$ cat config.mk
export PLATFORM = sky130hd
export DESIGN_NAME = dmem_arbiter
export DESIGN_NICKNAME = d
export VERILOG_FILES = /design/src/rtl/dmem_pkg.sv /design/src/rtl/rr_arbiter2.sv /design/src/rtl/dmem_arbiter.sv
export SDC_FILE = /design/constraint.sdc
export NUM_CORES = 1
export LEC_CHECK = 0
export ABC_AREA = 1
export BUFFER_PORTS_ARGS = -buffer_cell sky130_fd_sc_hd__buf_2
export CORE_MARGIN = 5
export CORE_UTILIZATION = 48
export CTS_CLUSTER_SIZE = 40
export DETAILED_ROUTE_END_ITERATION = 12
export GPL_ROUTABILITY_DRIVEN = 0
export GPL_TIMING_DRIVEN = 0
export PLACE_DENSITY = 0.81
export SYNTH_ARGS = -nofsm -noshare
export SYNTH_HDL_FRONTEND = slang
export SYNTH_SLANG_ARGS = --single-unit
$ cat constraint.sdc
create_clock -name clk -period 4.45 [get_ports clk]
set_input_delay 0.445 -clock clk [delete_from_list [all_inputs] [get_ports clk]]
set_output_delay 0.445 -clock clk [all_outputs]
set_load 0.02 [all_outputs]
$ cat src/rtl/dmem_pkg.sv
// Shared types and constants for the data-memory arbiter.
package dmem_pkg;

  typedef enum logic [1:0] {
    IDLE,
    ACCESS,
    DONE
  } state_t;

  localparam logic PORT_CPU      = 1'b0;
  localparam logic PORT_DBG      = 1'b1;
  localparam int   MEM_WORDS_DEF = 32;

endpackage

$ cat src/rtl/rr_arbiter2.sv
// Two-way round-robin picker: a single requester always wins, a tie goes to
// the port that did not win last time.
module rr_arbiter2
  import dmem_pkg::*;
(
  input  logic req0,
  input  logic req1,
  input  logic lastGrant,
  output logic grantValid,
  output logic grantId
);

  always_comb begin
    grantValid = req0 | req1;
    grantId    = PORT_CPU;
    if (req0 && req1) grantId = ~lastGrant;
    else if (req1)    grantId = PORT_DBG;
  end

endmodule

$ cat src/rtl/dmem_arbiter.sv
// Shares the single-ported asynchronous data memory between the CPU MEM stage
// (port 0) and the debug/DMA loader (port 1), one req/ack transaction at a time.
module dmem_arbiter
  import dmem_pkg::*;
#(
  parameter int DATA_W        = 32,
  parameter int MEM_WORDS     = MEM_WORDS_DEF,
  parameter int ACCESS_CYCLES = 1
) (
  input  logic              clk,
  input  logic              rst,
  input  logic              req0,
  input  logic              we0,
  input  logic [DATA_W-1:0] addr0,
  input  logic [DATA_W-1:0] wdata0,
  output logic              ack0,
  output logic [DATA_W-1:0] rdata0,
  output logic              err0,
  input  logic              req1,
  input  logic              we1,
  input  logic [DATA_W-1:0] addr1,
  input  logic [DATA_W-1:0] wdata1,
  output logic              ack1,
  output logic [DATA_W-1:0] rdata1,
  output logic              err1,
  output logic [DATA_W-1:0] memAddr,
  output logic [DATA_W-1:0] memData,
  output logic              memReadFlag,
  output logic              memWriteFlag,
  input  logic [DATA_W-1:0] memRdata
);

  localparam logic [3:0] CNT_INIT = 4'(ACCESS_CYCLES - 1);

  state_t            state, stateNext;
  logic [3:0]        cnt;
  logic              lastGrant, winId, latWe, errFlag;
  logic [DATA_W-1:0] latAddr, latWdata;

  logic              grantValid, grantId;
  logic              selWe, inRange;
  logic [DATA_W-1:0] selAddr, selWdata;

  rr_arbiter2 uArb (
    .req0       (req0),
    .req1       (req1),
    .lastGrant  (lastGrant),
    .grantValid (grantValid),
    .grantId    (grantId)
  );

  assign selWe    = (grantId == PORT_DBG) ? we1    : we0;
  assign selAddr  = (grantId == PORT_DBG) ? addr1  : addr0;
  assign selWdata = (grantId == PORT_DBG) ? wdata1 : wdata0;
  assign inRange  = selAddr < DATA_W'(MEM_WORDS);

  always_ff @(posedge clk or posedge rst) begin
    if (rst) state <= IDLE;
    else     state <= stateNext;
  end

  always_comb begin
    stateNext = state;
    case (state)
      IDLE:    if (grantValid) stateNext = inRange ? ACCESS : DONE;
      ACCESS:  if (cnt == '0) stateNext = DONE;
      DONE:    stateNext = IDLE;
      default: stateNext = IDLE;
    endcase
  end

  // Everything the memory and requesters see is decoded from state, so an
  // async reset drops strobes and acks immediately.
  always_comb begin
    memAddr      = '0;
    memData      = '0;
    memReadFlag  = 1'b0;
    memWriteFlag = 1'b0;
    ack0         = 1'b0;
    ack1         = 1'b0;
    err0         = 1'b0;
    err1         = 1'b0;
    case (state)
      ACCESS: begin
        memAddr      = latAddr;
        memData      = latWdata;
        memWriteFlag = latWe;
        memReadFlag  = ~latWe;
      end
      DONE: begin
        ack0 = (winId == PORT_CPU);
        ack1 = (winId == PORT_DBG);
        err0 = (winId == PORT_CPU) & errFlag;
        err1 = (winId == PORT_DBG) & errFlag;
      end
      default: ;
    endcase
  end

  always_ff @(posedge clk or posedge rst) begin
    if (rst) begin
      cnt       <= '0;
      lastGrant <= PORT_DBG;
      winId     <= PORT_CPU;
      latWe     <= 1'b0;
      latAddr   <= '0;
      latWdata  <= '0;
      errFlag   <= 1'b0;
      rdata0    <= '0;
      rdata1    <= '0;
    end else begin
      case (state)
        IDLE: if (grantValid) begin
          winId     <= grantId;
          lastGrant <= grantId;
          latWe     <= selWe;
          latAddr   <= selAddr;
          latWdata  <= selWdata;
          errFlag   <= ~inRange;
          cnt       <= CNT_INIT;
          // Out-of-range reads return zero in the ack cycle.
          if (!inRange) begin
            if (grantId == PORT_DBG) rdata1 <= '0;
            else                     rdata0 <= '0;
          end
        end
        ACCESS: begin
          if (cnt != '0) cnt <= cnt - 1'b1;
          if (cnt == '0 && !latWe) begin
            if (winId == PORT_DBG) rdata1 <= memRdata;
            else                   rdata0 <= memRdata;
          end
        end
        default: ;
      endcase
    end
  end

endmodule

==> impl_metrics.csv <==
group,metric,value,unit
sta,relSlewSlack,57.2,%
finish,area_growth,34.7,%
yosys,yosysTopAreaCellShare,49.5,%
setup_path,critical_path.top_delay_family,"buffers and inverters",
detailed_routing,drtPass1Iterations,5,
status,status,"completed",
clocking,clkTransAtPathRegs,60,ps
detailed_routing,drtIter0Drc,711,
yosys,ys_warn_count,0,
sta,fmax,342,MHz
pwr,power_density,487,nW/um2
setup_path,required,4010,ps
yosys,synthFlopType,"dfrtp_1",
pwr,max-vdd-ir-drop,0.000251,V
sta,setup_tns,0,ps
setup_path,critPathSlowestCell,"clkbuf_1",
detailed_routing,wl,22.3,mm
worst_hold_path,min_path_type,"primary input to asynchronous set/reset pin",
floorplan,pin_count,300,
sta,worst_slew_pin_slew,642,ps
floorplan,initial_core_util,48.2,%
clocking,htreeDepth,4,
finish,diodes,0,
yosys,syn_area,6930,um2
pwr,p_comb_share,29.2,%
clocking,cts_buffers,17,
setup_path,critPathLaunchType,"flip-flop",
global_route,grt_usage,26.3,%
setup_path,crit_chain,"inv_1 -> nor2_1 -> inv_1 -> buf_2 -> clkbuf_1 -> buf_1 -> nor2_1 -> buf_2",
sta,min_period,2930,ps
detailed_routing,avgViaCountPerCell,5.05,
global_route,grt_pass1_vias,7168,
sta,final.period_utilization,65.8,%
setup_path,endpoint_kind,"output pin",
setup_path,path_class,"flip-flop to output pin",
setup_path,cpPeakStageDelay,470,ps
setup_path,worst-path-buf-inv,6,
sta,final_max_slew_viol_count,0,
yosys,synth_common_cells,"236 x nand2_1, 163 x nor2_1, 137 x dfrtp_1, 133 x inv_1, 70 x nand3_1",
global_route,antenna_found_initial,0,
clocking,cts-resized-gates,0,
clocking,clk_latency,420,ps
clocking,cts_buffer_depth,2,
place,hpwl,17.2,mm
pwr,p_sw,1.56,mW
detailed_routing,drc_errors,0,
clocking,hold_buffers,0,
yosys,seq_area_frac_synth,49.9,%
yosys,synthesis.nets,1113,
sta,hold_viol,0,
yosys,ys_types,23,
finish,drive_gt1_share,28.0,%
sta,final.setup_skew,15.6,ps
global_route,grt-ovfl-total,0,
pwr,p_leak,5.63,nW
setup_path,path_max_fanout,10,
place,numPortBuffers,298,
pwr,seqPwrFrac,37.1,%
yosys,ys_seq_elements,138,
pwr,p_clk_share,33.7,%
floorplan,dieArea,16900,um2
floorplan,core,14400,um2
flow_run,max_cap_violations,0,
floorplan,num_rows,44,
pwr,internal_power,2.98,mW
yosys,yosysMostFrequentCell,"nand2_1",
setup_path,cp.arrival,2480,ps
yosys,netlist_top_cells_area,"dfrtp_1 49%, nand2_1 13%, nor2_1 8.8%",
finish,fin_nets,1431,
finish,fin_util,64.9,%
yosys,synth_enable_flop_cells,0,
yosys,yosys.area.top_type,"dfrtp_1",
pwr,fin_total_pwr,4.54,mW
detailed_routing,vias,7374,
floorplan,die-height,130,um
clocking,cts_sinks,138,
detailed_routing,wl_per_cell,15.3,um
clocking,ctsRootBufferMaster,"clkbuf_16",
clocking,cts_tree,"done",
detailed_routing,postRouteAntennaNets,0,
floorplan,die_w,130,um
global_route,grt_pass1_wl,35.0,mm
sta,rsz0062_at_grt,"no",
yosys,synth_area_per_cell,7.33,um2
yosys,async_reset_ff_share,100,%
sta,finalSetupViolCount,0,
finish,fill_cells,1259,
global_route,grt_max_degree,72,
pwr,switching_share,34.3,%
yosys,synth_cells,945,
clocking,postCtsSetupRepairBufs,0,
[worst reg2reg max path, stage by stage, from the launching register on]
cell and delay [ps]:
dfstp_2 540, nand2_2 110, nand2_2 130, buf_4 190
nand2_1 60, nand2_1 130, nand2_1 80, nor2_1 90
nand2_1 70, nor2_1 120, nand2_2 140, buf_6 180
buf_2 180, nand3_1 110, nand2_1 80
[cell type report]
type / instances / area (um2) / share of cell area, %
flip-flops and latches: 138 / 3450 / 37.0
clock buffers: 22 / 484 / 5.19
clock inverters: 10 / 163 / 1.74
well taps: 184 / 230 / 2.47
multi-input cells: 613 / 2700 / 28.9
plain buffers: 60 / 270 / 2.90
repair buffers: 299 / 1520 / 16.3
inverters: 134 / 508 / 5.45
[power groups by stage]
| stage | combinational [mW] | sequential [mW] | clock (mW) |
|---|---|---|---|
| 2_1_floorplan | 0.917 | 1.67 | 0 |
| 3_3_place_gp | 1.27 | 1.70 | 0 |
| 3_5_place_dp | 1.31 | 1.70 | 0 |
| 6_report | 1.33 | 1.69 | 1.53 |
| 5_1_grt | 1.51 | 1.72 | 1.60 |
| 4_1_cts | 1.32 | 1.69 | 1.54 |
[cell usage in the layout, fill, tap and decap left out, drive strengths merged, types with 4 or more instances in the layout]
cell,n
buf,327
nand2,240
nor2,163
dfrtp,137
inv,134
o21ai,71
nand3,70
clkbuf,54
o22ai,38
nand3b,20
nor3,5
bufinv,4
clkinv,4
[metal layers]
metal | vias up | share of wire [%] | track usage (%) | wire (um)
met1 | 3417 | 40 | 33.9 | 8900
met2 | 343 | 49 | 43.3 | 11000
met3 | 46 | 8.0 | 6.10 | 1780
li1 | 3568 | - | - | -
met5 | - | 0 | 0 | 0
met4 | 0 | 2.8 | 10.0 | 618
[sequential cells by signal, indices dropped and copies added, names as in the netlist]
signal	cells
errFlag	1
lastGrant	1
latWdata	32
rdata1	32
latAddr	32
state	2
latWe	1
rdata0	32
cnt	4
winId	1
[final timing paths]
check | cells after the start | slack (ps) | start | endpoint
setup / recovery | 8 | 1520 | state[0] | memAddr[17]
hold / removal | 2 | 110 | rst | latWdata[10]
hold reg to reg | 2 | 460 | rdata1[7] | rdata1[7]
min in group clk | 3 | 290 | wdata1[29] | latWdata[29]
setup reg to reg | 14 | 2140 | lastGrant | rdata0[9]
max in group asynchronous | 3 | 3580 | rst | rdata1[15]
[logic make-up after synthesis]
group,Yosys count,share of synthesized area (%)
and+or+nand+nor,498,29.6
buffers and inverters,194,11.2
DFF,138,49.9
AOI/OAI and AO/OA,113,8.98
adders and majority gates,2,0.361
[metrics by stage]
step	setup slack, ps	hold WS (ps)	area [um2]	std cells
after floorplan	310	444	6930	945
after global placement	-1250	449	8650	1427
after detailed placement	1990	453	8680	1428
after CTS	1520	137	9330	1460
after global routing	1350	161	9330	1460
final	1520	111	9330	1460
No activity file was read; power rests on OpenSTA's default activity.
